[src/rtl/serial_add_ctrl.sv]
// Bit-serial adder controller: one shared full-adder cell stepped over WIDTH
// cycles, LSB first, with a start/busy/done handshake and registered result.
module serial_add_ctrl #(
   parameter int WIDTH = 8
) (
   input  logic             clk,
   input  logic             rst,
   input  logic             start,
   input  logic [WIDTH-1:0] a,
   input  logic [WIDTH-1:0] b,
   input  logic             cin,
   output logic             busy,
   output logic             done,
   output logic [WIDTH-1:0] sum,
   output logic             cout
);

   localparam int CW = $clog2(WIDTH + 1);

   typedef enum logic [1:0] {
      IDLE = 2'd0,
      ADD  = 2'd1,
      DONE = 2'd2
   } state_t;

   state_t           state_q, state_d;
   logic [WIDTH-1:0] a_sh_q, a_sh_d;
   logic [WIDTH-1:0] b_sh_q, b_sh_d;
   logic [WIDTH-1:0] acc_q, acc_d;
   logic [WIDTH-1:0] sum_q, sum_d;
   logic [CW-1:0]    cnt_q, cnt_d;
   logic             carry_q, carry_d;
   logic             cout_q, cout_d;

   logic             fa_s, fa_co;
   logic [WIDTH-1:0] acc_sh;

   // The single full-adder cell shared by every bit position
   always_comb begin
      fa_s  = a_sh_q[0] ^ b_sh_q[0] ^ carry_q;
      fa_co = (a_sh_q[0] & b_sh_q[0]) | (a_sh_q[0] & carry_q)
            | (b_sh_q[0] & carry_q);
   end

   always_comb begin
      acc_sh = acc_q >> 1;
      acc_sh[WIDTH-1] = fa_s;
   end

   always_comb begin
      state_d = state_q;
      a_sh_d  = a_sh_q;
      b_sh_d  = b_sh_q;
      acc_d   = acc_q;
      sum_d   = sum_q;
      cnt_d   = cnt_q;
      carry_d = carry_q;
      cout_d  = cout_q;
      case (state_q)
         IDLE: begin
            if (start) begin
               a_sh_d  = a;
               b_sh_d  = b;
               carry_d = cin;
               cnt_d   = '0;
               state_d = ADD;
            end
         end
         ADD: begin
            carry_d = fa_co;
            acc_d   = acc_sh;
            a_sh_d  = a_sh_q >> 1;
            b_sh_d  = b_sh_q >> 1;
            cnt_d   = cnt_q + CW'(1);
            // Last bit: publish the fully shifted word and the MSB carry
            if (cnt_q == CW'(WIDTH - 1)) begin
               sum_d   = acc_sh;
               cout_d  = fa_co;
               state_d = DONE;
            end
         end
         DONE: begin
            state_d = IDLE;
         end
         default: begin
            state_d = IDLE;
         end
      endcase
   end

   always_ff @(posedge clk) begin
      if (rst) begin
         state_q <= IDLE;
         a_sh_q  <= '0;
         b_sh_q  <= '0;
         acc_q   <= '0;
         sum_q   <= '0;
         cnt_q   <= '0;
         carry_q <= 1'b0;
         cout_q  <= 1'b0;
      end else begin
         state_q <= state_d;
         a_sh_q  <= a_sh_d;
         b_sh_q  <= b_sh_d;
         acc_q   <= acc_d;
         sum_q   <= sum_d;
         cnt_q   <= cnt_d;
         carry_q <= carry_d;
         cout_q  <= cout_d;
      end
   end

   assign busy = (state_q == ADD);
   assign done = (state_q == DONE);
   assign sum  = sum_q;
   assign cout = cout_q;

endmodule

[config.mk]
export PLATFORM = sky130hd
export DESIGN_NAME = serial_add_ctrl
export DESIGN_NICKNAME = d
export VERILOG_FILES = /design/src/rtl/serial_add_ctrl.sv
export SDC_FILE = /design/constraint.sdc
export NUM_CORES = 1
export LEC_CHECK = 0
export BUFFER_PORTS_ARGS = -buffer_cell sky130_fd_sc_hd__buf_4
export CAP_MARGIN = 40
export CORE_ASPECT_RATIO = 0.8
export CORE_MARGIN = 1.5
export CORE_UTILIZATION = 40
export DETAILED_ROUTE_END_ITERATION = 10
export GPL_TIMING_DRIVEN = 0
export PLACE_DENSITY = 0.58
export SLEW_MARGIN = 20
export SYNTH_ARGS = -nofsm -noshare
export SYNTH_HDL_FRONTEND = slang
export SYNTH_SLANG_ARGS = --single-unit
[constraint.sdc]
create_clock -name clk -period 1.3 [get_ports clk]
set_input_delay 0 -clock clk [delete_from_list [all_inputs] [get_ports clk]]
set_output_delay 0 -clock clk [all_outputs]
set_load 0.02 [all_outputs]
==> results of run 1 <==
-- worst register-to-register path, cell delays in order (launching register included) --
cell and delay [ns]:
dfxtp_4 0.37, buf_6 0.14, buf_8 0.13, or3b_4 0.39, a21oi_2 0.12, nor3_1 0.06
-- power by group through the flow --
stage	combinational [uW]	clock (uW)	sequential, uW
3_3_place_gp	375	0	1330
5_1_grt	523	877	1320
2_1_floorplan	270	0	1320
4_1_cts	427	807	1300
6_report	475	791	1310
3_5_place_dp	382	0	1330
-- flip-flops by register name, summed over array words and instances (netlist names) --
register  flops
state_q       2
b_sh_q        8
carry_q       1
a_sh_q        8
acc_q         7
cnt_q         4
cout          1
sum           8
-- repair_timing --
action | in CTS | in global routing
setup endpoints to repair | 12 | 24
cloned | 1 | 1
buffers inserted | 3 | 3
endpoints found under the hold margin | 2 | 0
pin swaps | 2 | 16
hold buffers | 2 | 0
resized for setup | 4 | 26
-- kinds of logic (layout without fill, tap and decap cells) --
logic type / Yosys count / after routing
muxes: 9 / 9
and+or+nand+nor: 96 / 97
AOI/OAI and AO/OA: 31 / 31
buffers and inverters: 12 / 59
adders and majority gates: 2 / 2
DFF: 39 / 39
-- final cells by class --
| cell class | count | area share |
|---|---|---|
| Sequential cell | 39 | 0.341 |
| Clock inverter | 3 | 0.00645 |
| Clock buffer | 5 | 0.0296 |
| Timing Repair Buffer | 39 | 0.138 |
| Multi-Input combinational cell | 139 | 0.411 |
| Inverter | 1 | 0.00269 |
| Buffer | 11 | 0.0403 |
| Tap cell | 57 | 0.0306 |
-- final timing paths --
check / endpoint / slack (ns) / depth (start not counted)
worst max-delay path: a_sh_q[3] / -0.00008 / 5
worst min register to register: acc_q[1] / 0.46 / 2
worst max register to register: a_sh_q[3] / -0.00008 / 5
worst min-delay path: a_sh_q[5] / 0.01 / 3
-- through the flow --
stage / setup slack (ns) / std cells
final: -0.0000834 / 294
after global routing: -0.0293 / 294
after CTS: 0.00377 / 290
after detailed placement: -0.0707 / 276
after global placement: -0.0367 / 276
after floorplan: 0.0870 / 189
-- synthesized netlist by cell type (all sizes together), types with 3 or more instances --
cell,n
mux2i,9
nand2,16
nor2,15
buf,8
clkbuf,3
or3b,11
a221o,4
nand2b,32
dfxtp,39
nor3,12
and2,4
a21oi,19
a22o,3
-- metal layers --
metal  GRT usage  up-vias  part of all wire  wire (um)
met5           0        -                 0          0
met4      0.0682        0            0.0092         37
met3      0.0412        4             0.040        162
met2       0.261       29              0.45       1830
met1       0.242      683              0.50       1990
li1            -      744                 -          -
==> metrics.json, run 1 <==
{
  "clock_tree": {
    "cts_made_buffers": 5,
    "worstSkewPairLatency_ns": 0.29,
    "cts.reportedPaths.clkPinSlew_ns": 0.07,
    "clock_sinks": 39,
    "htree_num_levels": 2,
    "cts_buffer_depth": 2,
    "cts-root-buf": "clkbuf_8",
    "cts_tree": "done"
  },
  "critical_path": {
    "timing.critical_path.required_ns": 1.48,
    "arrival_time_of_data_at_the_critical_path_endpoint_ns": 1.48,
    "timing.rr.start": "state_q[0]",
    "critical_path.endpoint_type": "flop",
    "crit_family": "simple AND/OR/NAND/NOR gates",
    "critical_path.startpoint": "state_q[0]",
    "critical_path.cell_chain": "buf_6 -> buf_8 -> or3b_4 -> a21oi_2 -> nor3_1",
    "start_kind": "flop",
    "worst_path_max_delay_cell": "or3b_4",
    "critical_path_class": "flop to flop",
    "critPathMaxStageDelay_ns": 0.38,
    "crit_path_max_fanout": 6,
    "worst-path-buf-inv": 2
  },
  "placed_design": {
    "port_buffers": 30,
    "gp_congestion": 0.767,
    "placement_stage_cell_area_um2": 2050,
    "dpl.hpwl_um": 2640
  },
  "die": {
    "start_util": 0.417,
    "top_level_ports": 31,
    "die_height_um": 62.2,
    "die-width_um": 77.0,
    "placementRows": 21,
    "core_area_um2": 4200,
    "die_area_um2": 4790
  },
  "drt": {
    "detailedRoute.firstIterationViolations": 83,
    "first_pass_iters": 4,
    "wl_um": 4020,
    "detail_route.drc_violations": 0,
    "avgRoutedWirePerCell_um": 13.7,
    "antenna_left": 0,
    "detailroute.via_count": 1460,
    "routed_via_density": 4.97
  },
  "logic_synthesis": {
    "post_synth.cell_area_avg_um2": 9.27,
    "synth.lib_cells_used.distinct": 30,
    "synth_async_sr_flop_share": 0,
    "synthSimpleGateAreaFrac": 0.326,
    "synth_enable_flop_cells": 0,
    "synth_top_family_by_area": "simple AND/OR/NAND/NOR gates",
    "seq_cells_post_synth": 39,
    "post_synth_fa_ha_maj_area_fraction": 0.0186,
    "yosys-top-cells-area": "dfxtp_1 (45%), nand2b_1 (11%), or3b_1 (5.5%), a21oi_1 (5.4%), mux2i_1 (5.1%)",
    "synthXorXnorAreaFrac": 0,
    "synth_nets": 211,
    "synth_top_area_frac": 0.446,
    "post_synthesis_cell_area_um2": 1750,
    "yosysWarningCount": 0,
    "seq_area_frac_synth": 0.446,
    "yosys-mux-area-fraction": 0.0514,
    "postSynthCellCount": 189,
    "synth_largest_area_cell": "dfxtp_1",
    "synthesized_area_fraction_occupied_by_ao_oa_aoi_and_oai_cells": 0.116,
    "synth-main-ff-cell": "dfxtp_1"
  },
  "min_path": {
    "hold_path.startpoint": "a[5]",
    "hold_path_class": "primary input to flop"
  },
  "layout": {
    "multi_input_area_um2": 957,
    "final_area_um2": 2330,
    "drive_above_1_share": 0.312,
    "mostFrequentLayoutCells": "dfxtp_1 (35), buf_4 (32), nand2b_1 (31), nand2_1 (16), a21oi_1 (15)",
    "layout.cells.most_common": "dfxtp_1",
    "fillerInstances": 389,
    "sequential_cell_area_um2": 793,
    "fin_nets": 258,
    "finish.utilization": 0.554,
    "area_growth_syn_to_layout_pct": 32.9,
    "num_antenna_cells": 0
  },
  "global_routing": {
    "aggregate_global_route_resource_usage": 0.174,
    "grt_first_pass_wirelength_um": 6540,
    "antenna_found_initial": 0,
    "grt.overflow.total": 0,
    "largest_net_degree_at_the_start_of_global_routing": 13,
    "grt_pass1_vias": 1374
  },
  "power_and_ir_drop": {
    "swShare": 0.269,
    "internal-power_uw": 1880,
    "power_after_layout_uw": 2570,
    "clock_power_share": 0.307,
    "static-leakage-power_uw": 0.000922,
    "power_density_nw_per_um2": 1110,
    "power_frac_seq": 0.508,
    "ir_drop_mv": 0.627,
    "power.share.combinational": 0.184,
    "power.net_switching_uw": 691
  },
  "sta": {
    "slew_viols_final": 0,
    "holdWs_ns": 0.00983,
    "setup_total_negative_slack_ns": -0.0000834,
    "skew_ns": 0.0106,
    "rsz_0062_raised_after_global_routing": "true",
    "fin_crit_sh": 1.00,
    "final.setup.worst_slack_ns": -0.0000834,
    "timing_worst_slew_pin_value_ns": 0.441,
    "timing_hold_violations_final": 0,
    "final_critical_path_time_including_i_o_delays_and_setup_ns": 1.30,
    "max-slew-margin-rel": 0.705,
    "clock.fmax_ghz": 0.769,
    "setup-violations-final": 1
  },
  "run": {
    "max_cap_violations": 0
  },
  "run_status": {
    "failed_checks": "negative setup slack",
    "run_status": "finished, violations left"
  }
}
No activity file was read; power rests on OpenSTA's default activity.
==> inputs of run 2 (changes only) <==
--- a/config.mk
+++ b/config.mk
@@ -5,6 +5,7 @@
 export SDC_FILE = /design/constraint.sdc
 export NUM_CORES = 1
 export LEC_CHECK = 0
+export ABC_AREA = 1
 export BUFFER_PORTS_ARGS = -buffer_cell sky130_fd_sc_hd__buf_4
 export CAP_MARGIN = 40
 export CORE_ASPECT_RATIO = 0.8
@@ -12,7 +13,7 @@
 export CORE_UTILIZATION = 40
 export DETAILED_ROUTE_END_ITERATION = 10
 export GPL_TIMING_DRIVEN = 0
-export PLACE_DENSITY = 0.58
+export PLACE_DENSITY = 0.59
 export SLEW_MARGIN = 20
 export SYNTH_ARGS = -nofsm -noshare
 export SYNTH_HDL_FRONTEND = slang
==> run 2 against run 1 <==
  * The flow now finishes without violations
  * Sequential share of layout area increased by 1.7 points
  * Worst setup slack improved by 0.089 ns
  * Global-route usage increased by 2.1 points
  * Synthesized cell count increased by 26%
  * Clock skew decreased by 0.0037 ns
  * Via count increased by 7.7%
  * First-iteration DRC count decreased by 33%
  * Non-clock buffer count decreased by 2
  * Utilization increased by 0.83 points
  * Clock-buffer cell count increased by 1
==> metrics.json, run 2 <==
{
  "critical_path": {
    "critical_path_depth": {"value": 4, "change": "was 5"},
    "worst_path_max_delay_cell": {"value": "dfxtp_2", "change": "was or3b_4"},
    "timing.critical_path.required": {"value": 1.49, "unit": "ns", "change": "was 1.48 ns"},
    "crit_family": {"value": "flip-flops", "change": "was simple AND/OR/NAND/NOR gates"},
    "arrival_time_of_data_at_the_critical_path_endpoint": {"value": 1.40, "unit": "ns", "change": "was 1.48 ns"},
    "crit_path_end": {"value": "sum[1]", "change": "was a_sh_q[3]"},
    "critical_path.endpoint_type": {"value": "flop", "change": "unchanged"},
    "worst-path-buf-inv": {"value": 0, "change": "was 2"},
    "timing.rr.start": {"value": "cnt_q[0]", "change": "was state_q[0]"},
    "critical_path.cell_chain": {"value": "ha_2 -> nand3_1 -> o21ai_1 -> nor2_1", "change": "was buf_6 -> buf_8 -> or3b_4 -> a21oi_2 -> nor3_1"},
    "critical_path_class": {"value": "flop to flop", "change": "unchanged"},
    "critical_path.startpoint": {"value": "cnt_q[0]", "change": "was state_q[0]"},
    "start_kind": {"value": "flop", "change": "unchanged"},
    "critPathMaxStageDelay": {"value": 0.36, "unit": "ns", "change": "was 0.38 ns"},
    "reg2reg_depth": {"value": 4, "change": "was 5"},
    "reg2reg_setup_slack": {"value": 0.09, "unit": "ns", "change": "was -0.00008 ns"},
    "crit_path_max_fanout": {"value": 8, "change": "was 6"},
    "r2r_end": {"value": "sum[1]", "change": "was a_sh_q[3]"}
  },
  "die": {
    "top_level_ports": {"value": 31, "change": "unchanged"},
    "die_height": {"value": 60.9, "unit": "um", "change": "was 62.2 um"},
    "die-width": {"value": 75.4, "unit": "um", "change": "was 77.0 um"},
    "die_area": {"value": 4590, "unit": "um2", "change": "was 4790 um2"},
    "core_area": {"value": 3900, "unit": "um2", "change": "was 4200 um2"},
    "placementRows": {"value": 20, "change": "was 21"},
    "start_util": {"value": 0.430, "change": "was 0.417"}
  },
  "sta": {
    "setup_total_negative_slack": {"value": 0, "unit": "ns", "change": "was -0.0000834 ns"},
    "final.setup.worst_slack": {"value": 0.0885, "unit": "ns", "change": "was -0.0000834 ns"},
    "max-slew-margin-rel": {"value": 0.733, "change": "was 0.705"},
    "clock.fmax": {"value": 0.825, "unit": "GHz", "change": "was 0.769 GHz"},
    "timing_worst_slew_pin_value": {"value": 0.401, "unit": "ns", "change": "was 0.441 ns"},
    "skew": {"value": 0.00689, "unit": "ns", "change": "was 0.0106 ns"},
    "timing_hold_violations_final": {"value": 0, "change": "unchanged"},
    "rsz_0062_raised_after_global_routing": {"value": "true", "change": "unchanged"},
    "holdWs": {"value": 0.0304, "unit": "ns", "change": "was 0.00983 ns"},
    "fin_crit_sh": {"value": 0.932, "change": "was 1.00"},
    "setup-violations-final": {"value": 0, "change": "was 1"},
    "final_critical_path_time_including_i_o_delays_and_setup": {"value": 1.21, "unit": "ns", "change": "was 1.30 ns"},
    "slew_viols_final": {"value": 0, "change": "unchanged"}
  },
  "logic_synthesis": {
    "yosys.cell_count.top_type": {"value": "nand2_1", "change": "was dfxtp_1"},
    "synthXorXnorAreaFrac": {"value": 0, "change": "unchanged"},
    "synth_enable_flop_cells": {"value": 0, "change": "unchanged"},
    "synth_largest_area_cell": {"value": "dfxtp_1", "change": "unchanged"},
    "postSynthCellCount": {"value": 239, "change": "was 189"},
    "seq_area_frac_synth": {"value": 0.465, "change": "was 0.446"},
    "synthSimpleGateAreaFrac": {"value": 0.359, "change": "was 0.326"},
    "yosys-top-cells-area": {"value": "dfxtp_1 (47%), nand2_1 (15%), nand3_1 (10%), nor2_1 (6.9%), inv_1 (4.5%)", "change": "was dfxtp_1 (45%), nand2b_1 (11%), or3b_1 (5.5%), a21oi_1 (5.4%), mux2i_1 (5.1%)"},
    "post_synth_fa_ha_maj_area_fraction": {"value": 0.0194, "change": "was 0.0186"},
    "seq_cells_post_synth": {"value": 39, "change": "unchanged"},
    "post_synthesis_cell_area": {"value": 1680, "unit": "um2", "change": "was 1750 um2"},
    "synth_nets": {"value": 261, "change": "was 211"},
    "synth_async_sr_flop_share": {"value": 0, "change": "unchanged"},
    "yosys-mux-area-fraction": {"value": 0, "change": "was 0.0514"},
    "post_synth_most_frequent_cells": {"value": "nand2_1 (68), dfxtp_1 (39), nand3_1 (34)", "change": "was dfxtp_1 (39), nand2b_1 (32), a21oi_1 (19)"},
    "post_synth.cell_area_avg": {"value": 7.02, "unit": "um2", "change": "was 9.27 um2"},
    "synth.lib_cells_used.distinct": {"value": 18, "change": "was 30"},
    "synthesized_area_fraction_occupied_by_ao_oa_aoi_and_oai_cells": {"value": 0.0656, "change": "was 0.116"},
    "synth_top_family_by_area": {"value": "simple AND/OR/NAND/NOR gates", "change": "unchanged"},
    "yosysWarningCount": {"value": 0, "change": "unchanged"},
    "synth_top_area_frac": {"value": 0.465, "change": "was 0.446"},
    "synth-main-ff-cell": {"value": "dfxtp_1", "change": "unchanged"}
  },
  "drt": {
    "avgRoutedWirePerCell": {"value": 11.4, "unit": "um", "change": "was 13.7 um"},
    "wl": {"value": 3890, "unit": "um", "change": "was 4020 um"},
    "routed_via_density": {"value": 4.62, "change": "was 4.97"},
    "detailroute.via_count": {"value": 1572, "change": "was 1460"},
    "antenna_left": {"value": 0, "change": "unchanged"},
    "detailedRoute.firstIterationViolations": {"value": 56, "change": "was 83"},
    "first_pass_iters": {"value": 4, "change": "unchanged"},
    "detail_route.drc_violations": {"value": 0, "change": "unchanged"}
  },
  "power_and_ir_drop": {
    "static-leakage-power": {"value": 0.00103, "unit": "uW", "change": "was 0.000922 uW"},
    "power.share.combinational": {"value": 0.143, "change": "was 0.184"},
    "power_frac_seq": {"value": 0.476, "change": "was 0.508"},
    "ir_drop": {"value": 0.621, "unit": "mV", "change": "was 0.627 mV"},
    "power_density": {"value": 1250, "unit": "nW/um2", "change": "was 1110 nW/um2"},
    "power.net_switching": {"value": 689, "unit": "uW", "change": "was 691 uW"},
    "swShare": {"value": 0.252, "change": "was 0.269"},
    "clock_power_share": {"value": 0.381, "change": "was 0.307"},
    "internal-power": {"value": 2050, "unit": "uW", "change": "was 1880 uW"}
  },
  "layout": {
    "num_antenna_cells": {"value": 0, "change": "unchanged"},
    "finish.utilization": {"value": 0.562, "change": "was 0.554"},
    "drive_above_1_share": {"value": 0.225, "change": "was 0.312"},
    "area_growth_syn_to_layout": {"value": 30.7, "unit": "%", "change": "was 32.9%"},
    "fillerInstances": {"value": 424, "change": "was 389"},
    "layout.cells.most_common": {"value": "nand2_1", "change": "was dfxtp_1"},
    "fin_nets": {"value": 306, "change": "was 258"},
    "final_area": {"value": 2190, "unit": "um2", "change": "was 2330 um2"},
    "mostFrequentLayoutCells": {"value": "nand2_1 (66), buf_4 (36), dfxtp_1 (36), nand3_1 (34), nor2_1 (30)", "change": "was dfxtp_1 (35), buf_4 (32), nand2b_1 (31), nand2_1 (16), a21oi_1 (15)"}
  },
  "global_routing": {
    "grt_first_pass_wirelength": {"value": 6580, "unit": "um", "change": "was 6540 um"},
    "aggregate_global_route_resource_usage": {"value": 0.196, "change": "was 0.174"},
    "antenna_found_initial": {"value": 0, "change": "unchanged"},
    "grt.overflow.total": {"value": 0, "change": "unchanged"},
    "grt_pass1_vias": {"value": 1453, "change": "was 1374"},
    "largest_net_degree_at_the_start_of_global_routing": {"value": 13, "change": "unchanged"}
  },
  "placed_design": {
    "dpl.hpwl": {"value": 2760, "unit": "um", "change": "was 2640 um"},
    "port_buffers": {"value": 30, "change": "unchanged"},
    "gp_congestion": {"value": 0.826, "change": "was 0.767"},
    "pre_cts_setup_slack": {"value": -0.0158, "unit": "ns", "change": "was -0.0707 ns"},
    "placement_stage_cell_area": {"value": 1970, "unit": "um2", "change": "was 2050 um2"}
  },
  "min_path": {
    "hold_path_class": {"value": "primary input to flop", "change": "unchanged"}
  },
  "clock_tree": {
    "htree_num_levels": {"value": 2, "change": "unchanged"},
    "cts-root-buf": {"value": "clkbuf_8", "change": "unchanged"},
    "clock_sinks": {"value": 39, "change": "unchanged"},
    "cts_tree": {"value": "done", "change": "unchanged"},
    "cts_made_buffers": {"value": 5, "change": "unchanged"},
    "worstSkewPairLatency": {"value": 0.29, "unit": "ns", "change": "about the same"},
    "cts_buffer_depth": {"value": 2, "change": "unchanged"},
    "cts.reportedPaths.clkPinSlew": {"value": 0.08, "unit": "ns", "change": "was 0.07 ns"}
  },
  "run_status": {
    "run_status": {"value": "finished, final reports clean", "change": "was finished, violations left"}
  },
  "run": {
    "max_cap_violations": {"value": 0, "change": "unchanged"}
  }
}
run 2: layout make-up:
type | count | area, um2 | share of cell area
flip-flops and latches | 39 | 785 | 0.358
multi-input cells | 166 | 766 | 0.349
repair buffers | 38 | 303 | 0.138
inverters | 24 | 92.6 | 0.0422
clock buffers | 6 | 82.6 | 0.0376
well taps | 55 | 68.8 | 0.0314
plain buffers | 10 | 61.3 | 0.0280
clock inverters | 2 | 35.0 | 0.0160
run 2: cells by family after synthesis:
family                     after synthesis
DFF                                     39
AOI/OAI and AO/OA                       22
adders and majority gates                2
and+or+nand+nor                        142
buffers and inverters                   34
run 2: timing repair:
item	in CTS	in global routing
buffers inserted	0	1
pin swaps	0	1
hold buffers	7	0
hold endpoints to repair	10	0
gates resized for setup	2	8
setup endpoints to repair	7	16
run 2: per-layer routing:
metal | global-route usage | up-vias | wire [um]
met2 | 0.299 | 27 | 1600
met5 | 0 | - | 0
li1 | - | 842 | -
met1 | 0.268 | 695 | 2080
met4 | 0.0689 | 0 | 55
met3 | 0.0515 | 8 | 158
run 2: tightest hold or removal path, stage by stage:
cell and delay (ns):
buf_4 0.07, nand3_1 0.06, nand3_1 0.08, nand2_1 0.05, inv_1 0.04
run 2: power groups by stage:
stage	sequential, uW	clock, uW	combinational, uW
5_1_grt	1310	1120	449
3_5_place_dp	1330	0	372
4_1_cts	1300	1060	390
6_report	1300	1040	390
3_3_place_gp	1330	0	369
2_1_floorplan	1320	0	247
run 2: per-stage QoR:
step / cells / power, uW
finish: 340 / 2740
global route: 340 / 2880
CTS: 339 / 2750
detailed placement: 324 / 1700
global placement: 324 / 1700
floorplan: 239 / 1570
run 2: how the worst min path moves through the flow:
stage | startpoint | endpoint | slack [ns] | depth (start not counted)
global placement | b[6] | b_sh_q[6] | 0.20 | 3
detailed placement | b[6] | b_sh_q[6] | 0.21 | 3
finish | a[3] | a_sh_q[3] | 0.03 | 5
CTS | a[4] | a_sh_q[4] | 0.03 | 5
global route | a[3] | a_sh_q[3] | 0.06 | 5
floorplan | rst | a_sh_q[0] | 0.07 | 1
==> inputs of run 3 (changes only) <==
--- a/config.mk
+++ b/config.mk
@@ -8,12 +8,14 @@
 export ABC_AREA = 1
 export BUFFER_PORTS_ARGS = -buffer_cell sky130_fd_sc_hd__buf_4
 export CAP_MARGIN = 40
+export CELL_PAD_IN_SITES_DETAIL_PLACEMENT = 1
+export CELL_PAD_IN_SITES_GLOBAL_PLACEMENT = 2
 export CORE_ASPECT_RATIO = 0.8
 export CORE_MARGIN = 1.5
-export CORE_UTILIZATION = 40
+export CORE_UTILIZATION = 30
 export DETAILED_ROUTE_END_ITERATION = 10
 export GPL_TIMING_DRIVEN = 0
-export PLACE_DENSITY = 0.59
+export PLACE_DENSITY = 0.76
 export SLEW_MARGIN = 20
 export SYNTH_ARGS = -nofsm -noshare
 export SYNTH_HDL_FRONTEND = slang
==> run 3 against run 2 <==
  * Utilization is 15 points lower
  * Design area is 1.8% higher
  * Largest power group unchanged
  * Power is 1.5% higher
  * Critical path type is now flop to primary output
  * Flip-flop and latch count stayed put
  * Combinational power is 5.1% higher
  * Wire length is 19% higher
  * Clock-buffer cell count stayed put
  * Non-clock buffer count is 1 lower
  * Sequential share of layout area is 0.53 points lower
  * Clock power hardly changed
  * Sequential power hardly changed
==> metrics.json, run 3 (synthesized netlist as in run 2, its figures left out) <==
{
  "drt": {
    "detailedRoute.firstIterationViolations": {"value": 41, "change": "was 56"},
    "detailroute.via_count": {"value": 1591, "change": "was 1572"},
    "routed_via_density": {"value": 4.40, "change": "was 4.62"},
    "antenna_left": {"value": 0, "change": "unchanged"},
    "detail_route.drc_violations": {"value": 0, "change": "unchanged"},
    "first_pass_iters": {"value": 4, "change": "unchanged"},
    "avgRoutedWirePerCell": {"value": 12.8, "unit": "um", "change": "was 11.4 um"},
    "wl": {"value": 4620, "unit": "um", "change": "was 3890 um"}
  },
  "die": {
    "die_height": {"value": 69.9, "unit": "um", "change": "was 60.9 um"},
    "placementRows": {"value": 24, "change": "was 20"},
    "start_util": {"value": 0.309, "change": "was 0.430"},
    "core_area": {"value": 5440, "unit": "um2", "change": "was 3900 um2"},
    "top_level_ports": {"value": 31, "change": "unchanged"},
    "die-width": {"value": 86.6, "unit": "um", "change": "was 75.4 um"},
    "die_area": {"value": 6050, "unit": "um2", "change": "was 4590 um2"}
  },
  "layout": {
    "finish.utilization": {"value": 0.411, "change": "was 0.562"},
    "drive_above_1_share": {"value": 0.243, "change": "was 0.225"},
    "area_growth_syn_to_layout": {"value": 33.1, "unit": "%", "change": "was 30.7%"},
    "mostFrequentLayoutCells": {"value": "nand2_1 (64), buf_4 (35), dfxtp_1 (34), nand3_1 (33), nor2_1 (30)", "change": "was nand2_1 (66), buf_4 (36), dfxtp_1 (36), nand3_1 (34), nor2_1 (30)"},
    "num_antenna_cells": {"value": 0, "change": "unchanged"},
    "sequential_cell_area": {"value": 787, "unit": "um2", "change": "was 785 um2"},
    "fin_nets": {"value": 305, "change": "was 306"},
    "multi_input_area": {"value": 779, "unit": "um2", "change": "was 766 um2"},
    "layout.cells.most_common": {"value": "nand2_1", "change": "unchanged"},
    "fillerInstances": {"value": 684, "change": "was 424"}
  },
  "clock_tree": {
    "worstSkewPairLatency": {"value": 0.29, "unit": "ns", "change": "about the same"},
    "cts_buffer_depth": {"value": 2, "change": "unchanged"},
    "cts-root-buf": {"value": "clkbuf_8", "change": "unchanged"},
    "post_cts_buffers": {"value": 0, "change": "unchanged"},
    "clock_sinks": {"value": 39, "change": "unchanged"},
    "cts.reportedPaths.clkPinSlew": {"value": 0.08, "unit": "ns", "change": "about the same"},
    "cts_made_buffers": {"value": 5, "change": "unchanged"},
    "htree_num_levels": {"value": 2, "change": "unchanged"},
    "cts_tree": {"value": "done", "change": "unchanged"}
  },
  "placed_design": {
    "gp_congestion": {"value": 0.664, "change": "was 0.826"},
    "dpl.hpwl": {"value": 3350, "unit": "um", "change": "was 2760 um"},
    "port_buffers": {"value": 30, "change": "unchanged"}
  },
  "sta": {
    "timing_worst_slew_pin_value": {"value": 0.425, "unit": "ns", "change": "was 0.401 ns"},
    "max-slew-margin-rel": {"value": 0.717, "change": "was 0.733"},
    "slew_viols_final": {"value": 0, "change": "unchanged"},
    "timing_hold_violations_final": {"value": 0, "change": "unchanged"},
    "fin_crit_sh": {"value": 0.943, "change": "was 0.932"},
    "setup-violations-final": {"value": 0, "change": "unchanged"},
    "final_critical_path_time_including_i_o_delays_and_setup": {"value": 1.23, "unit": "ns", "change": "was 1.21 ns"},
    "skew": {"value": 0.00988, "unit": "ns", "change": "was 0.00689 ns"},
    "clock.fmax": {"value": 0.816, "unit": "GHz", "change": "was 0.825 GHz"},
    "rsz_0062_raised_after_global_routing": {"value": "true", "change": "unchanged"}
  },
  "global_routing": {
    "grt.overflow.total": {"value": 0, "change": "unchanged"},
    "aggregate_global_route_resource_usage": {"value": 0.168, "change": "was 0.196"},
    "largest_net_degree_at_the_start_of_global_routing": {"value": 13, "change": "unchanged"},
    "grt_pass1_vias": {"value": 1629, "change": "was 1453"},
    "antenna_found_initial": {"value": 0, "change": "unchanged"},
    "grt_first_pass_wirelength": {"value": 7910, "unit": "um", "change": "was 6580 um"}
  },
  "min_path": {
    "hold_path_class": {"value": "primary input to flop", "change": "unchanged"}
  },
  "critical_path": {
    "arrival_time_of_data_at_the_critical_path_endpoint": {"value": 1.23, "unit": "ns", "change": "was 1.40 ns"},
    "crit_path_max_fanout": {"value": 10, "change": "was 8"},
    "critical_path_class": {"value": "flop to primary output", "change": "was flop to flop"},
    "timing.critical_path.required": {"value": 1.30, "unit": "ns", "change": "was 1.49 ns"},
    "start_kind": {"value": "flop", "change": "unchanged"},
    "critical_path.endpoint_type": {"value": "primary output", "change": "was flop"}
  },
  "run_status": {
    "run_status": {"value": "finished, final reports clean", "change": "unchanged"}
  },
  "power_and_ir_drop": {
    "power_after_layout": {"value": 2780, "unit": "uW", "change": "was 2740 uW"},
    "power_density": {"value": 1240, "unit": "nW/um2", "change": "was 1250 nW/um2"},
    "static-leakage-power": {"value": 0.00103, "unit": "uW", "change": "about the same"},
    "ir_drop": {"value": 0.539, "unit": "mV", "change": "was 0.621 mV"}
  },
  "run": {
    "max_cap_violations": {"value": 0, "change": "unchanged"}
  }
}
## run 3: cell types whose count changed in the layout (fill, tap and decap cells not counted), moves of 2 or more
cell     change
nand2_2      +2
dfxtp_2      +2
dfxtp_1      -2
nand2_1      -2
## run 3: final timing paths
path	start	end	slack (ns)	depth (start not counted)
max	state_q[0]	busy	0.07	4
min	a[4]	a_sh_q[4]	0.03	5
min reg2reg	cnt_q[0]	cnt_q[0]	0.45	1
max reg2reg	a_sh_q[0]	sum[7]	0.10	5
## run 3: layout make-up
type                    instances  area share
plain buffers                  10      0.0275
repair buffers                 37       0.132
flip-flops and latches         39       0.352
well taps                      78      0.0437
clock inverters                 2      0.0157
inverters                      24      0.0426
clock buffers                   6      0.0370
multi-input cells             166       0.349
## run 3: timing repair
action | in CTS | in global routing
resized for setup | 5 | 12
hold buffers | 7 | 0
endpoints found under the setup margin | 8 | 22
endpoints found under the hold margin | 10 | 0
pin swaps | 0 | 0
## run 3: power breakdown
part           internal, uW  leakage [uW]  switching [uW]
sequential             1270      0.000321            35.8
combinational           162      0.000649             248
clock                   622     0.0000612             443
## run 3: critical path, cell delays in order (launching register included)
cell,delay (ns)
dfxtp_2,0.37
inv_2,0.05
nor2_4,0.13
buf_4,0.22
buf_4,0.16
## run 3: routing by layer
metal	track usage	wire (um)	up-vias
met5	0	0	-
met1	0.258	2530	728
met2	0.237	1950	17
li1	-	-	844
met4	0.0376	25	0
met3	0.0402	114	2
## run 3: through the flow
| stage | setup slack, ns | instance area (um2) | hold WS (ns) | TNS (ns) | instances |
|---|---|---|---|---|---|
| after global placement | -0.0230 | 2000 | 0.203 | -0.142 | 347 |
| after floorplan | 0.167 | 1680 | 0.0724 | 0 | 239 |
| after detailed placement | -0.0797 | 2000 | 0.208 | -0.579 | 347 |
| after global routing | -0.0134 | 2230 | 0.0774 | -0.0134 | 362 |
| final | 0.0745 | 2230 | 0.0345 | 0 | 362 |
| after CTS | 0.00884 | 2200 | 0.0341 | 0 | 362 |
